==> src/rtl/imem_pkg.sv <==
// Shared definitions for the instruction-memory arbiter slice: arbiter
// state encoding, default memory depth, word-index width helper and the
// NOP encoding that the fetch stage substitutes for an invalid fetch.
package imem_pkg;

   typedef enum logic {
      ST_BOOT = 1'b0,
      ST_RUN  = 1'b1
   } state_t;

   localparam int IMEM_DEPTH = 64;

   localparam logic [31:0] NOP_INSN = 32'h0000_0013;

   // Width of a word index into a memory of the given depth (at least 1 bit).
   function automatic int word_idx_w(input int depth);
      return (depth > 1) ? $clog2(depth) : 1;
   endfunction

endpackage

==> src/rtl/imem_arbiter.sv <==
// Single-port instruction RAM arbiter between the fetch path (reads) and
// the program loader (writes). BOOT serves only the loader; RUN gives the
// loader priority, but fetch is forced through after STARVE_MAX loader
// wins in a row while fetch was waiting.
module imem_arbiter
   import imem_pkg::*;
#(
   parameter int DEPTH      = IMEM_DEPTH,
   parameter int AW         = 32,
   parameter int STARVE_MAX = 4
) (
   input  logic                         clk,
   input  logic                         reset,
   input  logic                         f_req,
   input  logic [AW-1:0]                f_addr,
   output logic                         f_gnt,
   output logic                         f_rvalid,
   output logic [31:0]                  f_rdata,
   output logic                         f_err,
   input  logic                         l_req,
   input  logic [AW-1:0]                l_addr,
   input  logic [31:0]                  l_wdata,
   output logic                         l_gnt,
   output logic                         l_err,
   input  logic                         boot_done,
   output logic                         in_boot,
   output logic                         mem_en,
   output logic                         mem_we,
   output logic [word_idx_w(DEPTH)-1:0] mem_addr,
   output logic [31:0]                  mem_wdata,
   input  logic [31:0]                  mem_rdata
);

   localparam int WIW = word_idx_w(DEPTH);
   localparam int CW  = $clog2(STARVE_MAX + 1);
   localparam logic [CW-1:0] STARVE_LIM = CW'(STARVE_MAX);

   state_t        state_r;
   logic [CW-1:0] starve_cnt_r;
   logic          f_rvalid_r;
   logic          f_err_r;
   logic          f_legal_s;
   logic          l_legal_s;
   logic          f_gnt_s;
   logic          l_gnt_s;

   // Word aligned and inside the DEPTH-word window (power-of-two depth).
   function automatic logic addr_legal(input logic [AW-1:0] addr);
      return (addr[1:0] == 2'b00) && ((addr >> (WIW + 2)) == {AW{1'b0}});
   endfunction

   assign f_legal_s = addr_legal(f_addr);
   assign l_legal_s = addr_legal(l_addr);

   // Grant selection: loader only in BOOT, starvation-bounded loader priority in RUN.
   always_comb begin
      f_gnt_s = 1'b0;
      l_gnt_s = 1'b0;
      if (reset) begin
         f_gnt_s = 1'b0;
         l_gnt_s = 1'b0;
      end else begin
         case (state_r)
            ST_BOOT: begin
               l_gnt_s = l_req;
               f_gnt_s = 1'b0;
            end
            ST_RUN: begin
               if (f_req && l_req) begin
                  f_gnt_s = (starve_cnt_r == STARVE_LIM);
                  l_gnt_s = (starve_cnt_r != STARVE_LIM);
               end else begin
                  f_gnt_s = f_req;
                  l_gnt_s = l_req;
               end
            end
            default: begin
               f_gnt_s = 1'b0;
               l_gnt_s = 1'b0;
            end
         endcase
      end
   end

   // RAM port drive; illegal grants are accepted but never reach the RAM.
   always_comb begin
      mem_en    = 1'b0;
      mem_we    = 1'b0;
      mem_addr  = {WIW{1'b0}};
      mem_wdata = 32'h0000_0000;
      l_err     = 1'b0;
      if (l_gnt_s) begin
         if (l_legal_s) begin
            mem_en    = 1'b1;
            mem_we    = 1'b1;
            mem_addr  = l_addr[WIW+1:2];
            mem_wdata = l_wdata;
         end else begin
            l_err = 1'b1;
         end
      end else if (f_gnt_s) begin
         if (f_legal_s) begin
            mem_en   = 1'b1;
            mem_addr = f_addr[WIW+1:2];
         end else begin
            mem_en = 1'b0;
         end
      end else begin
         mem_en = 1'b0;
      end
   end

   // Phase FSM, starvation counter and the registered fetch-response flags.
   always_ff @(posedge clk or posedge reset) begin
      if (reset) begin
         state_r      <= ST_BOOT;
         starve_cnt_r <= {CW{1'b0}};
         f_rvalid_r   <= 1'b0;
         f_err_r      <= 1'b0;
      end else begin
         f_rvalid_r <= f_gnt_s;
         f_err_r    <= f_gnt_s && !f_legal_s;
         case (state_r)
            ST_BOOT: begin
               starve_cnt_r <= {CW{1'b0}};
               state_r      <= boot_done ? ST_RUN : ST_BOOT;
            end
            ST_RUN: begin
               state_r <= ST_RUN;
               if (f_gnt_s || !f_req) begin
                  starve_cnt_r <= {CW{1'b0}};
               end else if (l_gnt_s && (starve_cnt_r != STARVE_LIM)) begin
                  starve_cnt_r <= starve_cnt_r + CW'(1);
               end else begin
                  starve_cnt_r <= starve_cnt_r;
               end
            end
            default: begin
               state_r      <= ST_BOOT;
               starve_cnt_r <= {CW{1'b0}};
            end
         endcase
      end
   end

   // The RAM's own output register supplies the data in the response cycle;
   // the arbiter only forces it to zero when there is no good response.
   assign f_rvalid = f_rvalid_r;
   assign f_err    = f_err_r;
   assign f_rdata  = (f_rvalid_r && !f_err_r) ? mem_rdata : 32'h0000_0000;
   assign f_gnt    = f_gnt_s;
   assign l_gnt    = l_gnt_s;
   assign in_boot  = (state_r == ST_BOOT);

endmodule

==> config.mk <==
export PLATFORM = sky130hd
export DESIGN_NAME = imem_arbiter
export DESIGN_NICKNAME = d
export VERILOG_FILES = /design/src/rtl/imem_pkg.sv /design/src/rtl/imem_arbiter.sv
export SDC_FILE = /design/constraint.sdc
export NUM_CORES = 1
export LEC_CHECK = 0
export CORE_ASPECT_RATIO = 0.5
export CORE_UTILIZATION = 18
export CTS_CLUSTER_SIZE = 10
export DETAILED_ROUTE_END_ITERATION = 16
export PLACE_DENSITY_LB_ADDON = 0.12
export SYNTH_ARGS = -nofsm -noshare
export SYNTH_HDL_FRONTEND = slang
export SYNTH_SLANG_ARGS = --single-unit
==> constraint.sdc <==
create_clock -name clk -period 1.9 [get_ports clk]
set_clock_uncertainty 0.15 [all_clocks]
set_input_delay 0.285 -clock clk [delete_from_list [all_inputs] [get_ports clk]]
set_output_delay 0.285 -clock clk [all_outputs]
set_load 0.1 [all_outputs]
# Word level (Yosys, flattened, before mapping)
# Index checks and enable logic that the tools add are counted.
dict set report word_totals {
  mem_bits_rw 0
  reg_bits 6
  rom_bits 0
  n_memories 0
  latch_bits 0
  elab_cells 48
}
dict set report classes {
  n_eq_ne 3
  order_cmp 0
  muxes 25
  multipliers 0
  bitwise 1
  div 0
  addsub 1
  shift 0
  reduce_logical 14
}
# op n
set op_table {}
lappend op_table {{$mux W32} 3}
lappend op_table {{$logic_not A32 Y1} 2}
lappend op_table {{$mux W6} 4}
lappend op_table {{$mux W1} 12}
lappend op_table {{$logic_and A1 B1 Y1} 6}
lappend op_table {{$mux W3} 2}
lappend op_table {{$pmux W1 S2} 3}
lappend op_table {{$pmux W3 S2} 1}
lappend op_table {{$logic_not A2 Y1} 2}
lappend op_table {{$add A3 B1 Y3 const B} 1}
lappend op_table {{$eq A3 B3 Y1 const B} 1}
lappend op_table {{$logic_not A1 Y1} 3}
lappend op_table {{$ne A3 B1 Y1 const B} 1}
lappend op_table {{$ne A3 B3 Y1 const B} 1}
lappend op_table {{$logic_or A1 B1 Y1} 1}
lappend op_table {{$not A1 Y1} 1}

# Longest topological paths before layout
# Gate-level depths: netlist of run 1.
dict set report depth {
  word_depth 8
  ltp_mapped 7
  mapped_depth_nobuf 7
}

# Worst setup path after synthesis of run 1
# OpenSTA, ideal clock, no wires.
dict set report synth_path {
  kind {register to output}
  startpoint {reg starve_cnt_r[0]}
  endpoint {out mem_addr[0]}
  slack_ps -1802
  arrival_ps 3267
  stages_incl_launch_ff 7
  t_required_ps 1465
  path_cell_list {dfrtp_1 > inv_1 > ha_1 > nand2_1 > and2_1 > nor3_2 > a32o_1}
}
dict set report synth_between {
  elab_chain_len 6
  word_cells_on_any_way 10
  classes_between {2 x eq/ne; 8 x mux}
}
# element line_no
set synth_rtl {}
lappend synth_rtl {{from (decl)} imem_arbiter.sv:39} ;# logic [CW-1:0] starve_cnt_r;
lappend synth_rtl {{from (signal assigned)} imem_arbiter.sv:117} ;# starve_cnt_r <= {CW{1'b0}};
lappend synth_rtl {{from (signal assigned)} imem_arbiter.sv:125} ;# starve_cnt_r <= {CW{1'b0}};
lappend synth_rtl {{from (signal assigned)} imem_arbiter.sv:131} ;# starve_cnt_r <= {CW{1'b0}};
lappend synth_rtl {{$eq A3 B3 Y1} imem_arbiter.sv:70} ;# f_gnt_s = (starve_cnt_r == STARVE_LIM);
lappend synth_rtl {{$mux W1} imem_arbiter.sv:69} ;# if (f_req && l_req) begin
lappend synth_rtl {{$pmux W1 S2} imem_arbiter.sv:63} ;# case (state_r)
lappend synth_rtl {{$mux W1} imem_arbiter.sv:59} ;# if (reset) begin
lappend synth_rtl {{net f_gnt} imem_arbiter.sv:16} ;# output logic f_gnt,
lappend synth_rtl {{$mux W6} imem_arbiter.sv:101} ;# end else if (f_gnt_s) begin
lappend synth_rtl {{$mux W6} imem_arbiter.sv:92} ;# if (l_gnt_s) begin
lappend synth_rtl {{to (decl)} imem_arbiter.sv:29} ;# output logic [word_idx_w(DEPTH)-1:0] mem_addr,
# The timed path passes the listed nets, and every way through them passes these cells.

# Worst setup path in the final report of run 1
dict set report layout_path {
  startpoint {in l_addr[26]}
  endpoint {out mem_wdata[15]}
}
dict set report layout_between {
  elab_chain_len 4
}
# element line_no
set layout_rtl {}
lappend layout_rtl {{from (decl)} imem_arbiter.sv:21} ;# input logic [AW-1:0] l_addr,
lappend layout_rtl {{$logic_not A32 Y1} imem_arbiter.sv:49} ;# return (addr[1:0] == 2'b00) && ((addr >> (WIW + 2)) == {AW{1'b0}});
lappend layout_rtl {{$logic_and A1 B1 Y1} imem_arbiter.sv:49}
lappend layout_rtl {{$mux W32} imem_arbiter.sv:93} ;# if (l_legal_s) begin
lappend layout_rtl {{$mux W32} imem_arbiter.sv:92}
lappend layout_rtl {{to (decl)} imem_arbiter.sv:30} ;# output logic [31:0] mem_wdata,
# Every way passes these cells.

==> qor.yml, run 1 <==
status:
  outcome: "finished with violations"
  violations: "negative setup slack"
route:
  drt_first_pass_iters: 4
  num_vias: 2207
  drc: 0
  drt_wl_total_mm: 11.5
  routedWlPerCell_um: 25.6
  ant_nets: 0
  drtIter0Drc: 107
  drt-vias-per-instance: 4.92
sta:
  layout_min_cycle_time_ns: 2.43
  fin_crit_sh_pct: 128
  worst_hold_slack_ns: 0.220
  setup_violations: 43
  hold_viol: 0
  slew_violations: 0
  worst_slew_pin_slew_ns: 0.372
  slew_headroom_pct: 75.0
  fmaxAchievable_mhz: 412
  fin_ws_ns: -0.529
  rsz0062_at_grt: "true"
floorplanning:
  ios: 211
  die-area_mm2: 0.00580
  rows: 18
  initial_core_util_pct: 19.4
  core_area_mm2: 0.00509
  die_w_um: 107
  die-height_um: 54.4
setup_path:
  endpoint_kind: "primary output"
  cp.required_ns: 1.46
  arrival_ns: 1.99
  crit_path_frequent_cell: "buf_12"
  path_cells: "clkdlybuf4s15_1 -> nor4_1 -> nand3_2 -> nor3_4 -> buf_6 -> buf_12 -> clkbuf_16 -> and2_4 -> buf_12"
  r2r_slack_ns: 0.19
  critPathBufInv: 5
  critPathMaxFanout: 8
  path_class: "in -> out"
  reg2reg_from: "starve_cnt_r[0]"
  reg2reg_to: "f_err"
  slowest_stage: "nor4_1"
  startpoint_type: "input pin"
  crit_family: "simple AND/OR/NAND/NOR gates"
  crit_path_max_incr_delay_ns: 0.39
  rr_worst_depth: 8
finish:
  fin_nets: 515
  area_delta_synth_final_pct: 376
  final_cell_mix: "clkdlybuf4s50_1 (103), buf_12 (82), and2_4 (63)"
  final-seq-area_um2: 153
  final_common_cell: "clkdlybuf4s50_1"
  final_layout_size_suffix_gt1_share_pct: 58.8
  multi_input_area_mm2: 0.00115
  antennaDiodeCount: 0
  fillers: 158
yosys:
  syn_inst: 137
  netlist_area_um2: 987
  synth_cell_types: 23
  ys_seq_area_share_pct: 15.2
  avgSynthCellArea_um2: 7.21
  ys.warnings.count: 0
  syn_nets: 272
  synth-seq-cells: 6
cts:
  cts_made_buffers: 3
  clock_latency_ns: 0.23
  cts_tree: "done"
  htreeDepth: 1
  cts.sinks: 6
  max-clock-path-buffers: 2
  clkTransAtPathRegs_ns: 0.04
  cts.root.buffer_cell: "clkbuf_8"
power_and_ir_drop:
  irDropWorstVdd_mv: 0.415
  p_total_uw: 1040
  cellPowerDensity_mw_per_mm2: 222
  p_leak_uw: 0.00194
global_route:
  antenna_found_initial: 0
  grt_start_max_net_pins: 33
  grt_first_pass_wirelength_mm: 13.7
  overflow: 0
  grt_pass1_vias: 2263
  grt_usage_pct: 33.4
min_path:
  hp-class: "in -> async"
placed_design:
  gp_congestion: 0.809
  dp_hpwl_mm: 6.93
  port_buffers: 210
run:
  drv_cap: 0
## sequential cells by signal (all words and copies together) (netlist names)
name          cells
f_err             1
f_rvalid          1
starve_cnt_r      3
state_r           1
## logic make-up (layout without fill, tap and decap cells)
family / Yosys count / in the layout / synth area share [%]
fa+ha+maj: 2 / 2 / 2.53
flops: 6 / 6 / 15.2
simple gates: 106 / 106 / 66.0
compound gates: 12 / 12 / 9.76
buf+inv: 11 / 253 / 6.46
## cells in the mapped netlist (all sizes together)
library cell | number | area, µm²
nor2 | 5 | 18.8
nand3b | 1 | 7.51
a21o | 1 | 7.51
a21oi | 3 | 15.0
nor2b | 3 | 18.8
nor3b | 1 | 7.51
nor3 | 2 | 26.3
nor4 | 12 | 75.1
o21ai | 2 | 13.8
and2 | 71 | 444
or2 | 1 | 6.26
ha | 2 | 25.0
a32o | 6 | 60.1
inv | 5 | 18.8
clkbuf | 3 | 11.3
dfrtp | 6 | 150
nand4 | 2 | 12.5
buf | 3 | 33.8
nand2 | 4 | 15.0
nand3 | 4 | 20.0
## worst max path at each step
| stage | end | start | cells past startpoint |
|---|---|---|---|
| finish | mem_wdata[15] | l_addr[26] | 9 |
| global route | mem_addr[1] | f_addr[24] | 7 |
| CTS | mem_addr[0] | starve_cnt_r[0] | 9 |
| detailed placement | mem_wdata[20] | l_addr[1] | 8 |
| global placement | mem_wdata[21] | l_addr[13] | 8 |
| floorplan | mem_addr[0] | starve_cnt_r[0] | 6 |
## stage by stage
stage	utilization, %	instances	area (µm²)	setup TNS [ns]	setup WS [ns]
final	92.3	449	4700	-19.17	-0.529
after global routing	92.3	449	4700	-20.37	-0.555
after CTS	90.9	446	4630	-15.20	-0.418
after detailed placement	85.4	428	4350	-26.17	-0.661
after global placement	85.4	428	4350	-23.54	-0.589
after floorplan	-	137	1250	-16.43	-0.964
## final cells by class
class | instances | area share, %
timing repair buffer | 244 | 69.0
clock buffer | 4 | 0.959
inverter | 5 | 0.400
multi-input combinational | 120 | 24.5
sequential | 6 | 3.25
tap | 70 | 1.87
## per-layer routing
layer | up-vias | global-route usage (%) | wire (µm)
li1 | 946 | - | -
met1 | 1064 | 34.5 | 4160
met2 | 153 | 65.5 | 6040
met3 | 44 | 8.45 | 781
met4 | 0 | 17.8 | 517
met5 | - | 0 | 0
## repair_timing
item / in CTS / in global routing
setup endpoints to repair: 43 / 43
hold buffers: 0 / 0
gates cloned: 3 / 2
hold endpoints to repair: 0 / 0
buffers inserted: 11 / 6
gates resized for setup: 98 / 15
pin swaps: 6 / 12
## power breakdown
group / total [µW] / switching (µW) / internal (µW)
Clock: 209 / 63.9 / 145
Combinational: 696 / 323 / 373
Sequential: 136 / 3.50 / 132
## worst register-to-register path: stages, from the launching register on
cell     delay [ns]
dfrtp_1        0.39
inv_2          0.10
ha_4           0.15
nand2_4        0.05
buf_4          0.13
and2_4         0.15
nor3_4         0.21
buf_12         0.16
nor2b_1        0.15
Power figures use the tool's default switching activity.
==> run 2, diff against run 1 <==
--- a/config.mk
+++ b/config.mk
@@ -10,6 +10,7 @@
 export CTS_CLUSTER_SIZE = 10
 export DETAILED_ROUTE_END_ITERATION = 16
 export PLACE_DENSITY_LB_ADDON = 0.12
+export SKIP_CTS_REPAIR_TIMING = 1
 export SYNTH_ARGS = -nofsm -noshare
 export SYNTH_HDL_FRONTEND = slang
 export SYNTH_SLANG_ARGS = --single-unit
==> qor.yml, run 2 (synthesized netlist as in run 1, its figures left out) <==
sta:
  layout_min_cycle_time_ns: 2.35  # was 2.43 ns
  hold_viol: 0  # unchanged
  slew_headroom_pct: 77.8  # was 75.0%
  fin_ws_ns: -0.453  # was -0.529 ns
  setup_violations: 43  # unchanged
  slew_violations: 0  # unchanged
  worst_slew_pin_slew_ns: 0.329  # was 0.372 ns
  tns_ns: -15.98  # was -19.17 ns
  fin_crit_sh_pct: 124  # was 128%
  rsz0062_at_grt: "true"  # unchanged
  fmaxAchievable_mhz: 425  # was 412 MHz
setup_path:
  reg2reg_from: "starve_cnt_r[0]"  # unchanged
  path_class: "in -> out"  # unchanged
  startpoint_type: "input pin"  # unchanged
  r2r_slack_ns: 0.30  # was 0.19 ns
  rr_worst_depth: 6  # was 8
  endpoint_kind: "primary output"  # unchanged
  critPathMaxFanout: 8  # unchanged
  arrival_ns: 1.92  # was 1.99 ns
  reg2reg_to: "starve_cnt_r[2]"  # was f_err
  cp.required_ns: 1.46  # about the same
floorplanning:
  die_w_um: 107  # unchanged
  initial_core_util_pct: 19.4  # unchanged
  die-area_mm2: 0.00580  # unchanged
  rows: 18  # unchanged
  core_area_mm2: 0.00509  # unchanged
  ios: 211  # unchanged
  die-height_um: 54.4  # unchanged
placed_design:
  dp_slack_ns: -0.661  # unchanged
  placed_area_mm2: 0.00435  # unchanged
  dp_hpwl_mm: 6.93  # unchanged
  port_buffers: 210  # unchanged
  gp_congestion: 0.809  # unchanged
  placed_cells: 428  # unchanged
cts:
  clkTransAtPathRegs_ns: 0.04  # about the same
  cts_tree: "done"  # unchanged
  cts.root.buffer_cell: "clkbuf_8"  # unchanged
  clock_latency_ns: 0.23  # about the same
  max-clock-path-buffers: 2  # unchanged
  cts_made_buffers: 3  # unchanged
  cts.sinks: 6  # unchanged
  htreeDepth: 1  # unchanged
route:
  drt-vias-per-instance: 4.81  # was 4.92
  routedWlPerCell_um: 24.1  # was 25.6 µm
  drt_first_pass_iters: 4  # unchanged
  ant_nets: 0  # unchanged
  drt_wl_total_mm: 10.7  # was 11.5 mm
  drtIter0Drc: 88  # was 107
  drc: 0  # unchanged
  num_vias: 2134  # was 2207
global_route:
  grt_first_pass_wirelength_mm: 10.8  # was 13.7 mm
  overflow: 0  # unchanged
  grt_pass1_vias: 1952  # was 2263
  antenna_found_initial: 1  # was 0
  grt_start_max_net_pins: 35  # was 33
  met1_usage_pct: 23.9  # was 34.5%
  grt.busiest_layer: "met2"  # unchanged
  use_met3_pct: 8.93  # was 8.45%
  grtUsageMet2_pct: 51.6  # was 65.5%
  grt_usage_pct: 25.2  # was 33.4%
finish:
  final_layout_size_suffix_gt1_share_pct: 58.7  # was 58.8%
  fin_util_pct: 92.5  # was 92.3%
  largest_reg_flops: 3  # unchanged
  area_delta_synth_final_pct: 377  # was 376%
  fin_nets: 509  # was 515
  design_area_mm2: 0.00471  # was 0.00470 mm²
  instances_no_fill: 444  # was 449
  top_register: "starve_cnt_r"  # unchanged
  final_common_cell: "clkdlybuf4s50_1"  # unchanged
  fillers: 144  # was 158
  final-seq-area_um2: 153  # unchanged
  multi_input_area_mm2: 0.00117  # was 0.00115 mm²
  final_cell_mix: "clkdlybuf4s50_1 (98), buf_12 (82), and2_4 (64)"  # was clkdlybuf4s50_1 (103), buf_12 (82), and2_4 (63)
power_and_ir_drop:
  irDropWorstVdd_mv: 0.434  # was 0.415 mV
  p_leak_uw: 0.00211  # was 0.00194 µW
  cellPowerDensity_mw_per_mm2: 221  # was 222 mW/mm²
status:
  violations: "negative setup slack"  # unchanged
  outcome: "finished with violations"  # unchanged
run:
  drv_cap: 0  # unchanged
min_path:
  hp-class: "in -> async"  # unchanged
==> run 2: changes by cell type in the layout (fill, tap and decap cells not counted), sizes merged <==
cell	change
buf	-14
clkbuf	+5
clkdlybuf4s15	-9
clkdlybuf4s50	-5
diode	+1
dlygate4sd2	-8
dlymetal6s2s	+25
==> run 2: worst max-delay path, stage by stage <==
cell and delay (ns):
clkdlybuf4s50_1 0.43, nor4_1 0.32, nand3_1 0.15, nor2_2 0.15, buf_6 0.17, a32o_4 0.23
buf_12 0.17
==> run 2: worst max path at each step <==
stage / start / to / slack [ns] / depth (start not counted)
floorplan: starve_cnt_r[0] / mem_addr[0] / -0.96 / 6
global placement: l_addr[13] / mem_wdata[21] / -0.59 / 8
detailed placement: l_addr[1] / mem_wdata[20] / -0.66 / 8
CTS: l_addr[1] / mem_wdata[20] / -0.66 / 8
global route: f_addr[18] / mem_addr[3] / -0.54 / 7
finish: f_addr[18] / mem_addr[3] / -0.45 / 7
==> run 2: routing by layer <==
layer	vias up	wire, µm
met5	-	0
met4	0	361
li1	940	-
met1	1031	3900
met2	134	5770
met3	29	693
==> run 2: stage by stage <==
stage	hold slack (ns)	total power [µW]
2_1_floorplan	-0.0573	367
3_3_place_gp	0.384	766
3_5_place_dp	0.418	784
4_1_cts	0.349	989
5_1_grt	0.112	1070
6_report	0.0957	1040
==> run 2: final cells by class <==
type | instances | area share (%)
well taps | 70 | 1.86
clock buffers | 4 | 0.957
inverters | 5 | 0.399
diodes | 1 | 0.0532
multi-input cells | 120 | 24.8
repair buffers | 238 | 68.7
flip-flops and latches | 6 | 3.24
==> run 2: power breakdown <==
part | switching [µW] | leakage (µW) | internal, µW
logic | 318 | 0.00202 | 375
clock network | 64.6 | 0.0000228 | 145
registers | 3.33 | 0.0000739 | 132
total | 386 | 0.00211 | 653
==> run 3, diff against run 2 <==
--- a/config.mk
+++ b/config.mk
@@ -9,6 +9,7 @@
 export CORE_UTILIZATION = 18
 export CTS_CLUSTER_SIZE = 10
 export DETAILED_ROUTE_END_ITERATION = 16
+export GPL_TIMING_DRIVEN = 0
 export PLACE_DENSITY_LB_ADDON = 0.12
 export SKIP_CTS_REPAIR_TIMING = 1
 export SYNTH_ARGS = -nofsm -noshare
==> qor.yml, run 3 (synthesized netlist as in run 1, its figures left out) <==
setup_path:
  endpoint_kind: "primary output"  # unchanged
  critPathMaxFanout: 6  # was 8
  slowest_stage: "nor4_2"  # was clkdlybuf4s50_1
  arrival_ns: 2.02  # was 1.92 ns
  startpoint_type: "input pin"  # unchanged
  path_cells: "dlymetal6s2s_1 -> nor4_2 -> nand4_1 -> buf_6 -> nor3_4 -> buf_12 -> clkbuf_16 -> and2_4 -> buf_12"  # was clkdlybuf4s50_1 -> nor4_1 -> nand3_1 -> nor2_2 -> buf_6 -> a32o_4 -> buf_12
  critPathBufInv: 5  # was 3
  reg2reg_to: "f_err"  # was starve_cnt_r[2]
  rr_worst_depth: 7  # was 6
  path_class: "in -> out"  # unchanged
  crit_path_frequent_cell: "buf_12"
  r2r_slack_ns: 0.39  # was 0.30 ns
  reg2reg_from: "starve_cnt_r[0]"  # unchanged
  cp.required_ns: 1.46  # about the same
  crit_family: "simple AND/OR/NAND/NOR gates"  # was buffers and inverters
  crit_path_max_incr_delay_ns: 0.32  # was 0.43 ns
placed_design:
  placed_area_mm2: 0.00344  # was 0.00435 mm²
  port_buffers: 210  # unchanged
  gp_congestion: 0.752  # was 0.809
  dp_hpwl_mm: 5.39  # was 6.93 mm
sta:
  worst_slew_pin_slew_ns: 0.994  # was 0.329 ns
  fmaxAchievable_mhz: 407  # was 425 MHz
  fin_ws_ns: -0.557  # was -0.453 ns
  tns_ns: -20.13  # was -15.98 ns
  worst_hold_slack_ns: 0.0284  # was 0.0957 ns
  slew_violations: 0  # unchanged
  rsz0062_at_grt: "true"  # unchanged
  setup_violations: 43  # unchanged
  fin_crit_sh_pct: 129  # was 124%
  layout_min_cycle_time_ns: 2.46  # was 2.35 ns
  hold_viol: 0  # unchanged
  slew_headroom_pct: 33.6  # was 77.8%
finish:
  design_area_mm2: 0.00438  # was 0.00471 mm²
  antennaDiodeCount: 0  # was 1
  largest_reg_flops: 3  # unchanged
  top_register: "starve_cnt_r"  # unchanged
  final_layout_size_suffix_gt1_share_pct: 57.1  # was 58.7%
  final_cell_mix: "clkdlybuf4s50_1 (87), and2_4 (66), buf_12 (44)"  # was clkdlybuf4s50_1 (98), buf_12 (82), and2_4 (64)
  final_common_cell: "clkdlybuf4s50_1"  # unchanged
  area_delta_synth_final_pct: 343  # was 377%
  fin_nets: 502  # was 509
cts:
  cts.root.buffer_cell: "clkbuf_8"  # unchanged
  cts.sinks: 6  # unchanged
  clock_latency_ns: 0.23  # about the same
  cts_tree: "done"  # unchanged
  clkTransAtPathRegs_ns: 0.04  # about the same
  cts_made_buffers: 3  # unchanged
  htreeDepth: 1  # unchanged
  max-clock-path-buffers: 2  # unchanged
global_route:
  grt_pass1_vias: 1498  # was 1952
  overflow: 0  # unchanged
  antenna_found_initial: 0  # was 1
  grt_start_max_net_pins: 11  # was 35
  grt_first_pass_wirelength_mm: 8.06  # was 10.8 mm
  grt_usage_pct: 18.1  # was 25.2%
min_path:
  hp-class: "in -> async"  # unchanged
route:
  route.met2.wl_mm: 4.98  # was 5.77 mm
  drtIter0Drc: 45  # was 88
  drt_wl_total_mm: 8.63  # was 10.7 mm
  drt-vias-per-instance: 4.51  # was 4.81
  drc: 0  # unchanged
  routedWlPerCell_um: 19.8  # was 24.1 µm
  met1_length_mm: 3.06  # was 3.90 mm
  ant_nets: 0  # unchanged
  highest_layer: "met4"  # unchanged
  met3_wirelength_um: 423  # was 693 µm
  num_vias: 1966  # was 2134
  drt_first_pass_iters: 4  # unchanged
floorplanning:
  ios: 211  # unchanged
  die_w_um: 107  # unchanged
  initial_core_util_pct: 19.4  # unchanged
  die-height_um: 54.4  # unchanged
  rows: 18  # unchanged
  core_area_mm2: 0.00509  # unchanged
  die-area_mm2: 0.00580  # unchanged
status:
  violations: "negative setup slack"  # unchanged
  outcome: "finished with violations"  # unchanged
power_and_ir_drop:
  irDropWorstVdd_mv: 0.351  # was 0.434 mV
  cellPowerDensity_mw_per_mm2: 216  # was 221 mW/mm²
  p_leak_uw: 0.00217  # was 0.00211 µW
run:
  drv_cap: 0  # unchanged
run 3: cell count changes in the layout (fill, tap and decap cells not counted), sizes merged:
cell	change
buf	-18
dlymetal6s2s	+16
clkdlybuf4s50	-11
clkbuf	+6
diode	-1
run 3: metrics by stage:
stage                     total power, µW  setup slack [ns]  std cells  util [%]
after floorplan                       367            -0.964        137         -
after global placement                686             -1.68        417      67.6
after detailed placement              693             -1.69        417      67.6
after CTS                             903             -1.74        421      68.4
after global routing                  978            -0.643        436      86.0
final                                 943            -0.557        436      86.0
run 3: how the worst max path moves through the flow:
| stage | start | end | slack [ns] | depth (start not counted) |
|---|---|---|---|---|
| after global placement | f_addr[13] | mem_addr[4] | -1.68 | 6 |
| after CTS | f_addr[13] | mem_addr[4] | -1.74 | 6 |
| after detailed placement | f_addr[13] | mem_addr[4] | -1.69 | 6 |
| after global routing | l_addr[19] | mem_wdata[17] | -0.64 | 9 |
| final | l_addr[14] | mem_wdata[17] | -0.56 | 9 |
| after floorplan | starve_cnt_r[0] | mem_addr[0] | -0.96 | 6 |
run 3: power by group:
part           internal, µW  switching, µW
clock                   145           60.3
sequential              132           2.80
combinational           317            286
total                   594            349
run 3: cell type report:
type / count / area [µm²]
Buffer: 6 / 72.6
Timing Repair Buffer: 225 / 2840
Sequential cell: 6 / 153
Inverter: 5 / 18.8
Fill cell: 239 / 714
Clock buffer: 4 / 45.0
Multi-Input combinational cell: 120 / 1160
Tap cell: 70 / 87.6
run 3: per-layer routing:
metal,GRT usage [%],up-vias
met5,0,-
met4,2.05,0
met1,22.2,946
met3,2.86,16
met2,35.2,85
li1,-,919
